**src/rtl/io_pkg.sv**
```systemverilog
// Shared I/O package: register control codes and the default
// data width used by both the input port and the output register.
package io_pkg;

  localparam int IO_DATA_WIDTH = 8;

  typedef enum logic [1:0] {
    CTRL_NONE = 2'd0,
    CTRL_INCR = 2'd1,
    CTRL_LOAD = 2'd2,
    CTRL_CLR  = 2'd3
  } io_ctrl_e;

endpackage

```
**src/rtl/sync_fifo.sv**
```systemverilog
// Small synchronous FIFO with combinational head output.
// A pop on a full FIFO frees the slot for a same-edge push.
module sync_fifo
  import io_pkg::*;
#(
  parameter int DATA_WIDTH = IO_DATA_WIDTH,
  parameter int DEPTH      = 4,
  localparam int AW        = $clog2(DEPTH),
  localparam int CW        = $clog2(DEPTH + 1)
) (
  input  logic                  clk,
  input  logic                  sync_reset,
  input  logic                  push,
  input  logic                  pop,
  input  logic [DATA_WIDTH-1:0] din,
  output logic [DATA_WIDTH-1:0] dout,
  output logic [CW-1:0]         count,
  output logic                  full,
  output logic                  empty
);

  logic [DATA_WIDTH-1:0] mem_q [DEPTH];
  logic [AW-1:0]         wr_ptr_q;
  logic [AW-1:0]         rd_ptr_q;
  logic [CW-1:0]         count_q;
  logic [CW-1:0]         count_d;
  logic                  do_push;
  logic                  do_pop;

  assign full    = (count_q == CW'(DEPTH));
  assign empty   = (count_q == '0);
  assign count   = count_q;
  assign do_pop  = pop & ~empty;
  assign do_push = push & (~full | do_pop);
  assign dout    = empty ? '0 : mem_q[rd_ptr_q];

  // Next occupancy from the accepted push/pop pair
  always_comb begin
    count_d = count_q;
    unique case ({do_push, do_pop})
      2'b10:   count_d = count_q + CW'(1);
      2'b01:   count_d = count_q - CW'(1);
      default: count_d = count_q;
    endcase
  end

  // Storage write; contents need no reset, empty masks them
  always_ff @(posedge clk) begin
    if (do_push) begin
      mem_q[wr_ptr_q] <= din;
    end
  end

  // Pointer and count update
  always_ff @(posedge clk) begin
    if (sync_reset) begin
      wr_ptr_q <= '0;
      rd_ptr_q <= '0;
      count_q  <= '0;
    end else begin
      if (do_push) wr_ptr_q <= wr_ptr_q + AW'(1);
      if (do_pop)  rd_ptr_q <= rd_ptr_q + AW'(1);
      count_q <= count_d;
    end
  end

endmodule

```
**src/rtl/io_input_port.sv**
```systemverilog
// CPU input port: synchronises an external strobe/data pair,
// queues bytes in a FIFO and flags bytes dropped while full.
module io_input_port
  import io_pkg::*;
#(
  parameter int DATA_WIDTH  = IO_DATA_WIDTH,
  parameter int DEPTH       = 4,
  parameter int SYNC_STAGES = 2
) (
  input  logic                  clk,
  input  logic                  sync_reset,
  input  logic [DATA_WIDTH-1:0] ext_data,
  input  logic                  ext_strobe,
  output logic                  ext_full,
  output logic [DATA_WIDTH-1:0] cpu_data,
  output logic                  cpu_valid,
  input  logic                  cpu_read,
  output logic                  overflow,
  input  logic                  overflow_clear
);

  localparam int CW = $clog2(DEPTH + 1);

  logic [SYNC_STAGES-1:0] strb_q;
  logic [DATA_WIDTH-1:0]  data_q [SYNC_STAGES];
  logic                   s_prev_q;
  logic                   ovf_q;
  logic                   ovf_d;
  logic                   s_sync;
  logic                   push_req;
  logic                   drop;
  logic [CW-1:0]          fifo_count;
  logic                   fifo_full;
  logic                   fifo_empty;

  assign s_sync   = strb_q[SYNC_STAGES-1];
  assign push_req = s_sync & ~s_prev_q;
  assign drop     = push_req & fifo_full & ~cpu_read;
  assign ext_full = (fifo_count == CW'(DEPTH));
  assign cpu_valid = ~fifo_empty;
  assign overflow = ovf_q;

  // Sticky overflow: a drop beats a clear in the same cycle
  always_comb begin
    ovf_d = ovf_q;
    if (drop) begin
      ovf_d = 1'b1;
    end else if (overflow_clear) begin
      ovf_d = 1'b0;
    end
  end

  // Strobe/data synchroniser, edge flop and overflow flag
  always_ff @(posedge clk) begin
    if (sync_reset) begin
      strb_q   <= '0;
      s_prev_q <= 1'b0;
      ovf_q    <= 1'b0;
      for (int i = 0; i < SYNC_STAGES; i++) begin
        data_q[i] <= '0;
      end
    end else begin
      strb_q    <= {strb_q[SYNC_STAGES-2:0], ext_strobe};
      s_prev_q  <= s_sync;
      ovf_q     <= ovf_d;
      data_q[0] <= ext_data;
      for (int i = 1; i < SYNC_STAGES; i++) begin
        data_q[i] <= data_q[i-1];
      end
    end
  end

  sync_fifo #(
    .DATA_WIDTH (DATA_WIDTH),
    .DEPTH      (DEPTH)
  ) u_fifo (
    .clk        (clk),
    .sync_reset (sync_reset),
    .push       (push_req),
    .pop        (cpu_read),
    .din        (data_q[SYNC_STAGES-1]),
    .dout       (cpu_data),
    .count      (fifo_count),
    .full       (fifo_full),
    .empty      (fifo_empty)
  );

endmodule

```
**config.mk**
```make
export PLATFORM = sky130hd
export DESIGN_NAME = io_input_port
export DESIGN_NICKNAME = d
export VERILOG_FILES = /design/src/rtl/io_pkg.sv /design/src/rtl/sync_fifo.sv /design/src/rtl/io_input_port.sv
export SDC_FILE = /design/constraint.sdc
export NUM_CORES = 1
export LEC_CHECK = 0
export CAP_MARGIN = 20
export CORE_ASPECT_RATIO = 0.6
export CORE_MARGIN = 4
export CORE_UTILIZATION = 29
export CTS_CLUSTER_DIAMETER = 200
export CTS_CLUSTER_SIZE = 8
export DETAILED_ROUTE_END_ITERATION = 8
export DONT_BUFFER_PORTS = 1
export PLACE_DENSITY = 0.49
export SLEW_MARGIN = 20
export SYNTH_ARGS = -nofsm -noshare
export SYNTH_HDL_FRONTEND = slang
export SYNTH_HIERARCHICAL = 1
export SYNTH_SLANG_ARGS = --single-unit
```
**constraint.sdc**
```tcl
create_clock -name clk -period 2.1 [get_ports clk]
set_input_delay 0.21 -clock clk [delete_from_list [all_inputs] [get_ports clk]]
set_output_delay 0.21 -clock clk [all_outputs]
set_load 0.02 [all_outputs]
```
==> results of run 1 <==
[stage by stage]
stage | setup slack (ps) | total power, mW
finish | 118 | 3.34
global route | 34.2 | 3.48
CTS | 0.0233 | 3.37
detailed placement | 19.4 | 1.83
global placement | 141 | 1.81
floorplan | 127 | 1.72
[where the power goes]
group	internal [mW]	total, mW	switching [mW]
Clock	1.03	1.50	0.470
Sequential	1.31	1.36	0.0517
Combinational	0.201	0.473	0.271
Total	2.54	3.34	0.793
[flip-flops by register name, summed over array words and instances, names as in the netlist, named ones only]
| register | cells |
|---|---|
| data_q | 16 |
| overflow | 1 |
| s_prev_q | 1 |
| strb_q | 2 |
| u_fifo/count | 3 |
| u_fifo/mem_q | 32 |
| u_fifo/rd_ptr_q | 2 |
| u_fifo/wr_ptr_q | 2 |
[cells in the mapped netlist, types with 2 or more instances]
cell type | number | area (µm²)
a21oi_1 | 6 | 30.0
and2_1 | 4 | 25.0
ha_1 | 5 | 62.6
buf_2 | 3 | 15.0
nor2b_1 | 26 | 163
o21ai_0 | 3 | 15.0
dfxtp_1 | 29 | 581
or3_1 | 3 | 18.8
edfxtp_1 | 32 | 961
nor2_1 | 6 | 22.5
mux4_2 | 8 | 180
nand2b_1 | 3 | 18.8
xor2_1 | 2 | 17.5
inv_1 | 8 | 30.0
[worst register-to-register path: stages (launching register included)]
cell and delay (ps):
dfxtp_4 360, nor3b_4 220, a21boi_2 80, inv_1 60, ha_2 180, inv_1 60, fa_2 330, xor2_1 150
or3_1 320, a21oi_1 130
[repair_timing]
action                                  CTS  global route
endpoints found under the setup margin    0             1
setup buffers                             0             1
endpoints found under the hold margin    27             0
hold buffers                             11             0
resized for setup                         0             5
[cell usage in the layout (no fill, tap or decap), drive strengths merged]
cell type    instances
nand2                1
and2b                1
o21ai                3
mux2                 1
and2                 4
buf                  7
or3                  3
clkinvlp             1
dlygate4sd3         11
ha                   5
fa                   1
a21oi                6
nor3                 1
xor2                 2
mux2i                1
clkinv               2
nand2b               3
mux4                 8
nor2                 6
a21boi               1
clkbuf              11
nand4bb              1
dfxtp               29
inv                  8
bufinv               2
nor2b               27
edfxtp              32
nor3b                2
[worst max-delay path by stage]
stage,to,slack (ps),cells after the start
2_1_floorplan,u_fifo/count[2],130,9
3_3_place_gp,u_fifo/count[2],140,9
3_5_place_dp,u_fifo/count[2],20,9
4_1_cts,u_fifo/count[2],0.02,9
5_1_grt,cpu_data[2],30,3
6_report,u_fifo/count[2],120,9
[cell families (layout without fill, tap and decap cells)]
family	after synthesis	in the layout	share of synthesized area
fa+ha+maj	6	6	0.0362
mux	10	10	0.0901
buf+inv	14	42	0.0286
xor+xnor	2	2	0.00769
compound gates	10	10	0.0247
flops	61	61	0.677
simple gates	49	49	0.136
[per-layer routing]
metal  wire length, µm  up-vias  global-route usage
li1                  -      577                   -
met1              2030      573               0.126
met2              1770       27               0.133
met3               232        4              0.0441
met4                27        0              0.0436
met5                 0        -                   0
[final cells by class]
cell class / count / area [µm²]
inverters: 8 / 30.0
multi-input cells: 77 / 688
flip-flops and latches: 61 / 1550
clock inverters: 5 / 76.3
repair buffers: 18 / 163
fillers: 710 / 4580
well taps: 104 / 130
clock buffers: 11 / 233
==> results.yml, run 1 <==
synthesis:
  yosys_warnings: 6
  post_synthesis_cells: 152
  netlist_area_um2: 2280
  postSynthAreaPerCell_um2: 15.0
  netlist_cell_types: 28
  post_synth_net_total: 171
  synth_async_sr_flop_share: 0
  postSynth.topFlopCell: "edfxtp_1"
  ys_seq_area_frac: 0.677
  synth_enable_flop_cells: 32
  postSynthRegisterBits: 61
timing:
  max_clock_freq_mhz: 505
  rsz0062_at_grt: "false"
  setup_total_negative_slack_ps: 0
  slew_at_the_pin_closest_to_its_max_slew_limit_ps: 615
  final.setup_skew_ps: 5.95
  fin_crit_ps: 1980
  finalMaxSlewViolations: 0
  hold_viol: 0
  layout_worst_path_cycle_share: 0.944
  max-slew-margin-rel: 0.589
  setup_violations: 0
  whs_ps: 33.6
min_path:
  worstHoldStart: "ext_data[7]"
  worst_hold_path.num_cells: 1
  min_path_type: "in2reg"
  hold-path-endpoint: "data_q[0][7]"
clocking:
  cts_root_buf: "clkbuf_16"
  number_of_clock_sinks: 61
  clk-insertion-delay-late_ps: 320
  cts-buffers-inserted: 9
  cts.path.max_buffers: 2
  cts_tree: "built"
  clkSlewWorstSetupHoldPaths_ps: 50
  clock_tree.htree_level_count: 3
critical_path:
  cp_class: "reg2reg"
  crit_path_cell_trace: "nor3b_4 -> a21boi_2 -> inv_1 -> ha_2 -> inv_1 -> fa_2 -> xor2_1 -> or3_1 -> a21oi_1"
  worstPathRequired_ps: 2340
  crit_path_top_delay_cell: "dfxtp_4"
  category_of_the_worst_setup_path_launch_point: "flop"
  crit_path_frequent_cell: "inv_1"
  sort_of_element_at_the_end_of_the_critical_path: "flop"
  critPathArrivalTime_ps: 2220
  critical_path.reg2reg.endpoint: "u_fifo/count[2]"
  timing.critical_path.max_delay_family: "simple AND/OR/NAND/NOR gates"
  crit_start: "u_fifo/count[0]"
  reg2reg_setup_slack_ps: 120
  critical_path_peak_fanout: 5
  critical_path.max_stage_delay_ps: 360
  crit_path_buffers_inverters: 2
  reg2reg_from: "u_fifo/count[0]"
  reg2reg_depth: 9
route:
  drt_pre_antenna_iters: 4
  avgViaCountPerCell: 4.16
  drt_iter0_drc: 51
  totalWireLength_um: 4060
  drcViolationCount: 0
  final_antenna_net_count: 0
  post_drt_wl_per_cell_um: 14.3
  via_count: 1181
power_and_ir_drop:
  ir_drop_uv: 375
  leakage_power_nw: 1.03
  power.density_cell_area_nw_per_um2: 1160
floorplanning:
  initial_util: 0.306
  row_count: 24
  dieArea_um2: 9390
  dieHeight_um: 76.7
  area_of_the_core_um2: 7450
  number_of_top_level_design_ports: 24
  die_width_um: 122
final_layout:
  layout-drive-gt1-share: 0.206
  finalCoreUtilization: 0.385
  layoutNonFillerInstCount: 284
  final_cell_area_um2: 2870
  relative_area_change_from_synthesis_to_final_layout_pct: 25.8
  insertedDiodeCount: 0
  num-nets-final: 194
run_status:
  run_status: "finished clean"
grt:
  grt_antenna_before_repair: 0
  grt_start_max_net_pins: 17
  vias_in_the_first_global_route: 1213
  wire_length_of_the_first_global_routing_pass_um: 6520
  globalRouteOverflowTotal: 0
  grt_usage: 0.0958
place:
  placement.io_buffers: 0
  placed_cells: 256
  hpwl_reported_at_the_end_of_detailed_placement_um: 2770
  place.gp.congestion: 0.704
  placed_cell_area_um2: 2420
flow_run:
  cap_viol_max_count: 0
(Power assumes the default switching activity.)
==> inputs of run 2 (changes only) <==
- CORE_ASPECT_RATIO: 0.6 -> not set
- GPL_ROUTABILITY_DRIVEN: not set -> 0
==> run 2 against run 1 <==
Against the previous run:
- core utilization is 2.2 points lower
- fmax fell by 0.57%
- flip-flop and latch count unchanged
- via count up 0.76%
- register-to-register slack about the same
- largest cell class unchanged
==> results.yml, run 2 (synthesized netlist as in run 1, its figures left out) <==
clocking:
  number_of_clock_sinks: 61
  cts.path.max_buffers: 2
  clk-insertion-delay-late_ps: 320
  clkSlewWorstSetupHoldPaths_ps: 60
  cts_root_buf: "clkbuf_8"
  clock_tree.htree_level_count: 3
  cts-buffers-inserted: 9
  cts_tree: "built"
place:
  hpwl_reported_at_the_end_of_detailed_placement_um: 2460
  pre_cts_slack_ps: -8.45
  placement.io_buffers: 0
route:
  post_drt_wl_per_cell_um: 13.4
  final_antenna_net_count: 0
  via_count: 1190
  drt_iter0_drc: 49
  avgViaCountPerCell: 4.25
  totalWireLength_um: 3760
  drcViolationCount: 0
  drt_pre_antenna_iters: 4
critical_path:
  worstPathRequired_ps: 2340
  reg2reg_depth: 9
  reg2reg_setup_slack_ps: 110
  critical_path.max_stage_delay_ps: 360
  reg2reg_from: "u_fifo/count[0]"
  category_of_the_worst_setup_path_launch_point: "flop"
  worstSetupPathDepth: 9
  cp_class: "reg2reg"
  crit_path_cell_trace: "nor3b_4 -> a21boi_2 -> inv_1 -> ha_2 -> inv_2 -> fa_2 -> xor2_1 -> or3_1 -> a21oi_2"
  sort_of_element_at_the_end_of_the_critical_path: "flop"
  critical_path_peak_fanout: 4
  crit_path_buffers_inverters: 2
  critPathArrivalTime_ps: 2230
  crit_path_top_delay_cell: "dfxtp_4"
  timing.critical_path.max_delay_family: "simple AND/OR/NAND/NOR gates"
  critical_path.reg2reg.endpoint: "u_fifo/count[2]"
floorplanning:
  dieHeight_um: 96.6
  area_of_the_core_um2: 7690
  row_count: 32
  number_of_top_level_design_ports: 24
  die_width_um: 96.6
  initial_util: 0.296
  dieArea_um2: 9340
timing:
  setup_violations: 0
  setup_slack_ps: 107
  final.setup_skew_ps: 10.1
  hold_viol: 0
  fin_crit_ps: 1990
  max_clock_freq_mhz: 502
  layout_worst_path_cycle_share: 0.949
  rsz0062_at_grt: "false"
  slew_at_the_pin_closest_to_its_max_slew_limit_ps: 685
  finalMaxSlewViolations: 0
  max-slew-margin-rel: 0.542
grt:
  wire_length_of_the_first_global_routing_pass_um: 6070
  grt_antenna_before_repair: 0
  vias_in_the_first_global_route: 1223
  globalRouteOverflowTotal: 0
  grt_usage: 0.0857
  grt_start_max_net_pins: 19
power_and_ir_drop:
  clk_network_pwr_share: 0.397
  leakage_power_nw: 0.991
  p_switching_uw: 733
  ir_drop_uv: 521
  power_frac_seq: 0.443
  internal_power_mw: 2.32
  power.density_cell_area_nw_per_um2: 1100
  power.share.switching: 0.240
  post-layout-total-power_mw: 3.05
  share_of_total_power_in_combinational_logic: 0.160
min_path:
  worstHoldStart: "ext_data[5]"
  hold-path-endpoint: "data_q[0][5]"
  worst_hold_path.num_cells: 1
  min_path_type: "in2reg"
flow_run:
  cap_viol_max_count: 0
final_layout:
  num-nets-final: 192
  insertedDiodeCount: 0
  largest_reg_flops: 32
  most_frequent_cells_in_the_layout: "edfxtp_1 (32), nor2b_1 (26), dfxtp_1 (26)"
  layout-drive-gt1-share: 0.242
  fillCellCount: 751
  largest_register: "u_fifo/mem_q"
  layout.cells.most_common: "edfxtp_1"
  relative_area_change_from_synthesis_to_final_layout_pct: 22.4
run_status:
  run_status: "finished clean"
[run 2: changes by cell type in the layout (fill, tap and decap cells not counted), moves of 2 or more]
cell	previous run	this run
clkbuf_8	0	11
clkbuf_16	9	1
dlygate4sd3_1	11	9
dfxtp_1	28	26
[run 2: worst register-to-register path, delay by kind of cell (launching register included)]
family / cells / cell delay [ps]
AO/OA/AOI/OAI: 2 / 210
flip-flops: 1 / 360
buffers and inverters: 2 / 100
AND/OR/NAND/NOR: 2 / 590
XOR/XNOR: 1 / 150
adder cells (fa/ha/maj): 2 / 500
[run 2: final cells by class]
class	count	area, µm²	share of cell area
Sequential cell	61	1550	0.556
Multi-Input combinational cell	77	692	0.248
Clock buffer	13	180	0.0646
Timing Repair Buffer	16	143	0.0512
Tap cell	102	128	0.0458
Clock inverter	3	65.1	0.0233
Inverter	8	30.0	0.0108
[run 2: repair_timing]
action	4_1_cts	5_1_grt
gates cloned	0	0
resized for setup	2	8
pin swaps	0	4
setup buffers	0	3
endpoints found under the setup margin	1	1
hold endpoints to repair	27	0
hold buffers	9	0
[run 2: power by group through the flow]
stage          logic [mW]  clock network, mW  registers [mW]
2_1_floorplan       0.369                  0            1.36
3_3_place_gp        0.432                  0            1.37
3_5_place_dp        0.443                  0            1.37
4_1_cts             0.463               1.25            1.35
5_1_grt             0.532               1.29            1.36
6_report            0.487               1.21            1.35
[run 2: through the flow]
step	hold slack [ps]	instances	util	setup TNS [ps]	instance area, µm²
2_1_floorplan	338	152	-	0	2280
3_3_place_gp	283	252	0.313	0	2410
3_5_place_dp	286	252	0.313	-8.45	2410
4_1_cts	4.90	277	0.358	0	2750
5_1_grt	11.4	280	0.363	0	2790
6_report	21.9	280	0.363	0	2790
[run 2: metal layers]
layer,up-vias,part of all wire,global-route usage
met1,586,0.44,0.0973
li1,570,-,-
met3,6,0.039,0.0281
met5,-,0,0
met4,0,0.018,0.0518
met2,28,0.50,0.140
[run 2: worst max-delay path by stage]
stage	startpoint	to	slack (ps)
CTS	u_fifo/count[1]	u_fifo/count[2]	0.6
detailed placement	u_fifo/count[2]	u_fifo/count[2]	-8
global placement	u_fifo/count[2]	u_fifo/count[2]	130
global route	u_fifo/count[0]	u_fifo/count[2]	0.3
floorplan	u_fifo/count[0]	u_fifo/count[2]	130
finish	u_fifo/count[0]	u_fifo/count[2]	110
